==> src/rtl/decode_dispatch_queue.sv <==
// In-order dispatch FIFO at the consumer end of the decode stage-2 bus; issues the head to one FU.
// Optional DISPATCH_PERF_CNT_EN adds dispatch and stall-cycle counters.
module decode_dispatch_queue #(
  parameter int DEPTH            = 4,
  parameter int opcodeWidth      = 6,
  parameter int regWidth         = 5,
  parameter int immWidth         = 16,
  parameter int XxoOpcodeWidth   = 10,
  parameter int formatIndexRange = 5,
  parameter int NUM_FU           = 8
) (
  input  logic                        clock_i,
  input  logic                        reset_n_i,
  input  logic                        enable_i,
  input  logic [63:0]                 instructionAddress_i,
  input  logic [opcodeWidth-1:0]      opcode_i,
  input  logic [XxoOpcodeWidth-1:0]   xOpcode_i,
  input  logic                        xOpcodeEnable_i,
  input  logic [formatIndexRange-1:0] instructionFormat_i,
  input  logic [2:0]                  functionalUnitCode_i,
  input  logic [regWidth-1:0]         reg1_i,
  input  logic [regWidth-1:0]         reg2_i,
  input  logic [regWidth-1:0]         reg3_i,
  input  logic [2:0]                  regEnables_i,
  input  logic [immWidth-1:0]         imm_i,
  input  logic [5:0]                  flags_i,
  input  logic                        reg2ValOrZero_i,
  output logic                        stall_o,
  output logic [NUM_FU-1:0]           fuValid_o,
  input  logic [NUM_FU-1:0]           fuReady_i,
  output logic [63:0]                 instructionAddress_o,
  output logic [opcodeWidth-1:0]      opcode_o,
  output logic [XxoOpcodeWidth-1:0]   xOpcode_o,
  output logic                        xOpcodeEnable_o,
  output logic [formatIndexRange-1:0] instructionFormat_o,
  output logic [2:0]                  functionalUnitCode_o,
  output logic [regWidth-1:0]         reg1_o,
  output logic [regWidth-1:0]         reg2_o,
  output logic [regWidth-1:0]         reg3_o,
  output logic [2:0]                  regEnables_o,
  output logic [immWidth-1:0]         imm_o,
  output logic [5:0]                  flags_o,
  output logic                        reg2ValOrZero_o,
`ifdef DISPATCH_PERF_CNT_EN
  output logic [31:0]                 dispatchCount_o,
  output logic [31:0]                 stallCycles_o,
`endif
  output logic                        invalidDrop_o,
  output logic                        overflow_o
);
  localparam int PW = $clog2(DEPTH);
  localparam int CW = $clog2(DEPTH) + 1;

  typedef struct packed {
    logic [63:0]                 addr;
    logic [opcodeWidth-1:0]      opc;
    logic [XxoOpcodeWidth-1:0]   xopc;
    logic                        xen;
    logic [formatIndexRange-1:0] fmt;
    logic [2:0]                  fu;
    logic [regWidth-1:0]         r1;
    logic [regWidth-1:0]         r2;
    logic [regWidth-1:0]         r3;
    logic [2:0]                  ren;
    logic [immWidth-1:0]         imm;
    logic [5:0]                  flags;
    logic                        r2z;
  } entry_t;

  entry_t          r_mem [DEPTH];
  logic [PW-1:0]   r_wrptr, r_rdptr;
  logic [CW-1:0]   r_count;
  logic            r_stall, r_invalid, r_overflow;

  entry_t          w_head, w_in;
  logic            w_deq, w_enq, w_valid_fmt;
  logic [CW-1:0]   w_cnt_nxt;

  assign w_head      = r_mem[r_rdptr];
  assign w_valid_fmt = (instructionFormat_i != '0);
  assign w_deq       = (r_count != '0) && fuReady_i[w_head.fu];
  assign w_enq       = enable_i && w_valid_fmt && ((r_count < CW'(DEPTH)) || w_deq);

  assign w_in = '{addr: instructionAddress_i, opc: opcode_i, xopc: xOpcode_i,
                  xen: xOpcodeEnable_i, fmt: instructionFormat_i, fu: functionalUnitCode_i,
                  r1: reg1_i, r2: reg2_i, r3: reg3_i, ren: regEnables_i, imm: imm_i,
                  flags: flags_i, r2z: reg2ValOrZero_i};

  always_comb begin
    w_cnt_nxt = r_count;
    if (w_enq && !w_deq)      w_cnt_nxt = r_count + CW'(1);
    else if (!w_enq && w_deq) w_cnt_nxt = r_count - CW'(1);
  end

  always_ff @(posedge clock_i or negedge reset_n_i) begin
    if (!reset_n_i) begin
      for (int i = 0; i < DEPTH; i++) r_mem[i] <= '0;
      r_wrptr    <= '0;
      r_rdptr    <= '0;
      r_count    <= '0;
      r_stall    <= 1'b0;
      r_invalid  <= 1'b0;
      r_overflow <= 1'b0;
    end else begin
      if (w_enq) begin
        r_mem[r_wrptr] <= w_in;
        r_wrptr        <= r_wrptr + PW'(1);
      end
      if (w_deq) r_rdptr <= r_rdptr + PW'(1);
      r_count   <= w_cnt_nxt;
      // One slot of headroom covers the decode stage's register latency.
      r_stall   <= (w_cnt_nxt >= CW'(DEPTH - 1));
      r_invalid <= enable_i && !w_valid_fmt;
      if (enable_i && w_valid_fmt && !w_enq) r_overflow <= 1'b1;
    end
  end

`ifdef DISPATCH_PERF_CNT_EN
  logic [31:0] r_dispatch_cnt, r_stall_cnt;
  always_ff @(posedge clock_i or negedge reset_n_i) begin
    if (!reset_n_i) begin
      r_dispatch_cnt <= '0;
      r_stall_cnt    <= '0;
    end else begin
      if (w_deq)   r_dispatch_cnt <= r_dispatch_cnt + 32'd1;
      if (r_stall) r_stall_cnt    <= r_stall_cnt + 32'd1;
    end
  end
  assign dispatchCount_o = r_dispatch_cnt;
  assign stallCycles_o   = r_stall_cnt;
`endif

  assign fuValid_o            = (r_count != '0) ? (NUM_FU'(1) << w_head.fu) : '0;
  assign stall_o              = r_stall;
  assign invalidDrop_o        = r_invalid;
  assign overflow_o           = r_overflow;
  assign instructionAddress_o = w_head.addr;
  assign opcode_o             = w_head.opc;
  assign xOpcode_o            = w_head.xopc;
  assign xOpcodeEnable_o      = w_head.xen;
  assign instructionFormat_o  = w_head.fmt;
  assign functionalUnitCode_o = w_head.fu;
  assign reg1_o               = w_head.r1;
  assign reg2_o               = w_head.r2;
  assign reg3_o               = w_head.r3;
  assign regEnables_o         = w_head.ren;
  assign imm_o                = w_head.imm;
  assign flags_o              = w_head.flags;
  assign reg2ValOrZero_o      = w_head.r2z;
endmodule

==> config.mk <==
export PLATFORM = sky130hd
export DESIGN_NAME = decode_dispatch_queue
export DESIGN_NICKNAME = d
export VERILOG_FILES = /design/src/rtl/decode_dispatch_queue.sv
export SDC_FILE = /design/constraint.sdc
export NUM_CORES = 1
export LEC_CHECK = 0
export ABC_AREA = 1
export BUFFER_PORTS_ARGS = -buffer_cell sky130_fd_sc_hd__buf_2
export CAP_MARGIN = 20
export CORE_MARGIN = 2
export CORE_UTILIZATION = 50
export DETAILED_ROUTE_END_ITERATION = 6
export PLACE_DENSITY = 0.7
export SYNTH_ARGS = -nofsm -noshare
export SYNTH_HDL_FRONTEND = slang
export SYNTH_SLANG_ARGS = --single-unit
==> constraint.sdc <==
create_clock -name clock_i -period 4.9 [get_ports clock_i]
set_clock_uncertainty 0.2 [all_clocks]
set_input_delay 0.98 -clock clock_i [delete_from_list [all_inputs] [get_ports clock_i]]
set_output_delay 0.98 -clock clock_i [all_outputs]
set_load 0.01 [all_outputs]
==> After elaboration in Yosys (flattened, before gate mapping) <==
Index checks and enable logic that the tools add are counted.
{ "totals": {"output_inout_bits": 141, "input_bits": 141, "word_cells": 96, "reg_bits": 530} }
{ "op_classes": {"bitwise": 2, "n_addsub": 4, "shifts": 1, "muxes": 11, "order_cmp": 6, "reduce_logical": 14} }
{ "ops": {"columns": ["operator", "count"], "rows": [
  ["bitwise mux 520 bit", 1],
  ["2-to-1 mux 130 bit", 3],
  ["binary-select mux 130 bit (select 2 bit)", 1],
  ["demux 130 bit (select 2 bit)", 1],
  ["logical AND 1 bit", 8],
  ["2-to-1 mux 8 bit", 1],
  ["left shift 1 x 3 -> 8 bit (first input constant)", 1],
  [">= comparator 3 bit (second input constant)", 2],
  ["2-to-1 mux 3 bit", 2],
  ["NOT 2 -> 3 bit", 2],
  ["nonzero test 5 bit", 1],
  ["adder 2 x 1 -> 2 bit (second input constant)", 2],
  ["< comparator 3 x 4 -> 1 bit (second input constant)", 1],
  ["adder 3 x 1 -> 3 bit (second input constant)", 1],
  ["binary-select mux 1 bit (select 3 bit)", 1],
  [">= comparator 3 x 2 -> 1 bit (second input constant)", 1],
  ["logical NOT 1 bit", 3],
  ["< comparator 3 x 1 -> 1 bit (second input constant)", 1],
  ["< comparator 3 bit (second input constant)", 1],
  ["nonzero test 3 bit", 1],
  ["subtractor 3 x 1 -> 3 bit (second input constant)", 1],
  ["logical OR 1 bit", 1],
  ["2-to-1 mux 1 bit", 1]
]} }

==> Depth between registers and ports, before layout <==
{ "depth": {"word_depth": 14, "depth_mapped": 19, "depth_no_buf": 16} }

==> Worst setup path after synthesis <==
Ideal clock, no wire load.
{ "synth_timing": {"path_type": "register -> output", "from": "register r_rdptr[0]", "to": "output port instructionAddress_o[54]", "arrival_ns": 1.544, "required_ns": 3.720, "stages_incl_launch_ff": 7, "path_buffers": 4, "slack_ns": 2.176, "cell_sequence": "dfrtp_1 -> buf_6 -> clkbuf_1 -> clkbuf_1 -> clkbuf_1 -> nor2_1 -> o22ai_1"} }
{ "synth_via": {"elab_chain_len": 4} }
{ "synth_lines": {"columns": ["element", "line_no", "rtl"], "rows": [
  ["start, declared", "71", "logic [PW-1:0] r_wrptr, r_rdptr;"],
  ["start signal, assigned", "109", "if (w_deq) r_rdptr <= r_rdptr + PW'(1);"],
  ["NOT 2 -> 3 bit (implied by the code)", "79", "assign w_head = r_mem[r_rdptr];"],
  ["binary-select mux 130 bit (select 2 bit)", "79", null],
  ["2-to-1 mux 130 bit (implied by the code) (2 in series)", "79", null],
  ["end, declared", "31", "output logic [63:0] instructionAddress_o,"]
]} }
Every way passes these cells. The select of a mux whose other input is x is not followed.

==> Final worst setup path <==
{ "layout_timing": {"from": "register r_rdptr[0]", "to": "output port instructionAddress_o[41]"} }
Same word-level chain as after synthesis.

==> flow_summary.yaml <==
yosys:
  synthTopCellsByCount: "563 x sky130_fd_sc_hd__nand2_1, 530 x sky130_fd_sc_hd__dfrtp_1, 483 x sky130_fd_sc_hd__o21ai_0"
  synth-seq-area-share_pct: 56.86
  yosys-mux-area-fraction_pct: 0
  synth_fp_nets: 2799
  syn_avg_cell_area_um2: 8.799
  synth.largest_area_cell: "sky130_fd_sc_hd__dfrtp_1"
  synthTopCellsByArea: "sky130_fd_sc_hd__dfrtp_1 57%, sky130_fd_sc_hd__o21ai_0 10%, sky130_fd_sc_hd__nand2_1 9.1%, sky130_fd_sc_hd__o21ai_1 6.3%, sky130_fd_sc_hd__nor2_1 4.3%"
  syn_inst: 2651
  syn_area_mm2: 0.02332
  yosysMostFrequentCell: "sky130_fd_sc_hd__nand2_1"
  synthesis.yosys.warnings: 0
  synth_top_family_by_area: "compound AO/OA/AOI/OAI gates"
  synth_simple_gate_area_share_pct: 14.19
  synth_xor_area_share_pct: 0.1502
  synth_adder_area_share_pct: 0.3755
  synth_compound_area_share_pct: 20.13
  synth_async_sr_flop_share_pct: 100.0
  dominantRegCellSynth: "sky130_fd_sc_hd__dfrtp_1"
  synth.top_cell.area_share_pct: 56.86
  yosys.cell_types.count: 24
  synth-seq-cells: 530
  synth_enable_flop_cells: 0
grt:
  grt_pass1_wl_mm: 96.79
  globalRouteTotalUtil_pct: 24.78
  grt_start_max_net_pins: 143
  globalRoute.totalOverflow: 0
  grt_pass1_vias: 18580
  antenna_violations_before_repair: 3
power_and_ir_drop:
  vdd_drop_max_mv: 0.4050
  cellPowerDensity_mw_per_mm2: 763.6
  part_of_the_power_in_registers_pct: 36.9
  switching_share_pct: 40.82
  switchingPower_mw: 8.287
  power.clock.fraction_pct: 20.8
  power_report.internal_total_mw: 12.02
  leakagePower_nw: 13.06
  combPwrFrac_pct: 42.3
clock_network:
  worst_setup_hold_path_clk_slew_ns: 0.06
  cts.repair.resized: 0
  cts.root.buffer_cell: "sky130_fd_sc_hd__clkbuf_16"
  cts_buffer_depth: 3
  clkLatencyLatePin_ns: 0.59
  clock_tree_from_tritoncts: "yes"
  numCtsBuffers: 55
  cts_hold_buffers: 0
  post_cts.repair.setup_buffers: 0
  clock_sink_count: 530
  cts_max_level: 2
placed_design:
  dp_hpwl_mm: 35.45
  detailedPlace.worstSlack_ns: 1.395
  placed_area_mm2: 0.02475
  gp_congestion: 0.8397
  port_buffers: 281
final_layout:
  finish.net_count: 2984
  layout.core_utilization_pct: 57.47
  synthToLayoutAreaGrowth_pct: 13.98
  layout-drive-gt1-share_pct: 14.77
  finish.instance_area_mm2: 0.02659
worst_setup_path:
  cp_cell_sequence: "inv_6 > buf_4 > o21ai_0 > o22ai_1 > buf_2"
  crit-reg2reg-launch: "r_rdptr[0]"
  r2r.worst_path.cells: 15
  worst-r2r-setup-slack_ns: 1.52
  endpoint: "instructionAddress_o[41]"
  critical-path-slowest-cell: "sky130_fd_sc_hd__buf_4"
  timing.critical_path.arrival_ns: 2.93
  critical-path-max-stage-delay_ns: 0.79
  cp_max_fanout: 102
  criticalPathCategory: "register to output port"
  worstSetupEndpointType: "output port"
  crit-reg2reg-capture: "r_mem[180]"
  required_ns: 3.72
  critical_path.startpoint_type: "register"
  crit_path_start: "r_rdptr[0]"
timing:
  fin_hold_ws_ns: 0.2193
  final_max_slew_viol_count: 0
  transition_time_of_the_tightest_slew_check_pin_ns: 1.070
  fmax_mhz: 243.3
  timing.final.hold_violations: 0
  finalCritPeriodShare_pct: 83.88
  setup_viol_count_final: 0
  post-route-min-period_ns: 4.110
  max_slew_margin_pct: 28.64
  fin_ws_ns: 0.7901
  unrepaired_setup_endpoints_after_global_routing: "false"
  setup_total_negative_slack_ns: 0
floorplanning:
  die_area_mm2: 0.04839
  die_width_um: 220.0
  core_mm2: 0.04626
  rows: 79
  chipHeight_um: 220.0
  starting_density_of_the_core_pct: 50.42
  io_pins: 282
status:
  run_status: "complete, no violations"
detailed_routing:
  route.antenna.remaining_nets: 0
  detail_route.drc_violations: 0
  wl_mm: 60.16
  dr_wl_cell_um: 17.26
  routed-via-count: 19360
  drt_first_iter_violations: 1824
  route.detailed.vias_per_inst: 5.554
  dr.pass1.iters: 5
hold_path:
  hold_path.class: "input pin to async pin"
flow_run:
  timing.max_cap.violations: 0
how the worst min path moves through the flow:
| stage | start | end | slack [ns] | cells after the start |
|---|---|---|---|---|
| 6_report | reset_n_i | r_mem[112] | 0.22 | 1 |
| 2_1_floorplan | r_mem[130] | r_mem[130] | 0.25 | 2 |
| 3_3_place_gp | r_mem[178] | r_mem[178] | 0.26 | 2 |
| 5_1_grt | r_mem[186] | r_mem[186] | 0.30 | 2 |
| 4_1_cts | r_mem[289] | r_mem[289] | 0.28 | 2 |
| 3_5_place_dp | r_mem[283] | r_mem[283] | 0.27 | 2 |
flip-flops by register name, indices dropped and copies added, names as in the netlist:
register	cells
r_mem	520
r_count	3
r_rdptr	2
r_wrptr	2
invalidDrop_o	1
overflow_o	1
stall_o	1
routing by layer:
metal / track usage (%) / vias up / wire (um)
met3: 4.983 / 110 / 4514
met5: 0 / - / 22
met4: 7.293 / 4 / 1366
met2: 39.61 / 729 / 27990
met1: 34.30 / 9347 / 26260
li1: - / 9172 / -
metrics by stage:
stage / power (mW) / instances
final: 20.30 / 3486
after global routing: 21.88 / 3485
after CTS: 20.40 / 3484
after detailed placement: 16.09 / 3386
after global placement: 15.79 / 3386
after floorplan: 13.26 / 2651
layout make-up:
class / instances / area, um2
antenna: 2 / 5.005
timing repair buffer: 325 / 1984
clock inverter: 12 / 160.2
fill: 4102 / 19670
tap: 607 / 759.5
multi-input combinational: 1775 / 8163
sequential: 530 / 13270
inverter: 149 / 569.3
clock buffer: 86 / 1675
power by group through the flow:
stage / sequential (mW) / clock, mW / combinational (mW)
2_1_floorplan: 7.16 / 0 / 6.10
5_1_grt: 7.71 / 4.50 / 9.67
6_report: 7.49 / 4.22 / 8.60
4_1_cts: 7.46 / 4.30 / 8.64
3_3_place_gp: 7.44 / 0 / 8.35
3_5_place_dp: 7.51 / 0 / 8.58
critical path, delay by kind of cell, from the launching register on:
family                 cells  cell delay [ns]
DFF                        1             0.68
AOI/OAI and AO/OA          2             0.41
buffers and inverters      3             1.21
cell usage in the layout, fill, tap and decap left out, types with 3 or more instances in the layout:
cell type / instances
sky130_fd_sc_hd__inv_1: 145
sky130_fd_sc_hd__o21ai_0: 483
sky130_fd_sc_hd__buf_12: 19
sky130_fd_sc_hd__clkbuf_16: 57
sky130_fd_sc_hd__clkbuf_1: 15
sky130_fd_sc_hd__nand3b_1: 3
sky130_fd_sc_hd__dfrtp_1: 528
sky130_fd_sc_hd__nor2_1: 268
sky130_fd_sc_hd__o22ai_1: 127
sky130_fd_sc_hd__bufinv_16: 4
sky130_fd_sc_hd__buf_2: 280
sky130_fd_sc_hd__buf_4: 25
sky130_fd_sc_hd__nand3_1: 11
sky130_fd_sc_hd__clkbuf_8: 14
sky130_fd_sc_hd__nand2_2: 4
sky130_fd_sc_hd__o21ai_1: 293
sky130_fd_sc_hd__clkinv_2: 8
sky130_fd_sc_hd__ha_1: 7
sky130_fd_sc_hd__nand2_1: 563
sky130_fd_sc_hd__nand2_8: 4
kinds of logic (layout without fill, tap and decap cells):
logic type               count (synthesis)  in the layout
adder cells (fa/ha/maj)                  7              7
AND/OR/NAND/NOR                        858            858
buffers and inverters                  346            572
flip-flops                             530            530
AO/OA/AOI/OAI                          906            906
other                                    0              2
XOR/XNOR                                 4              4
(Power assumes the default switching activity.)
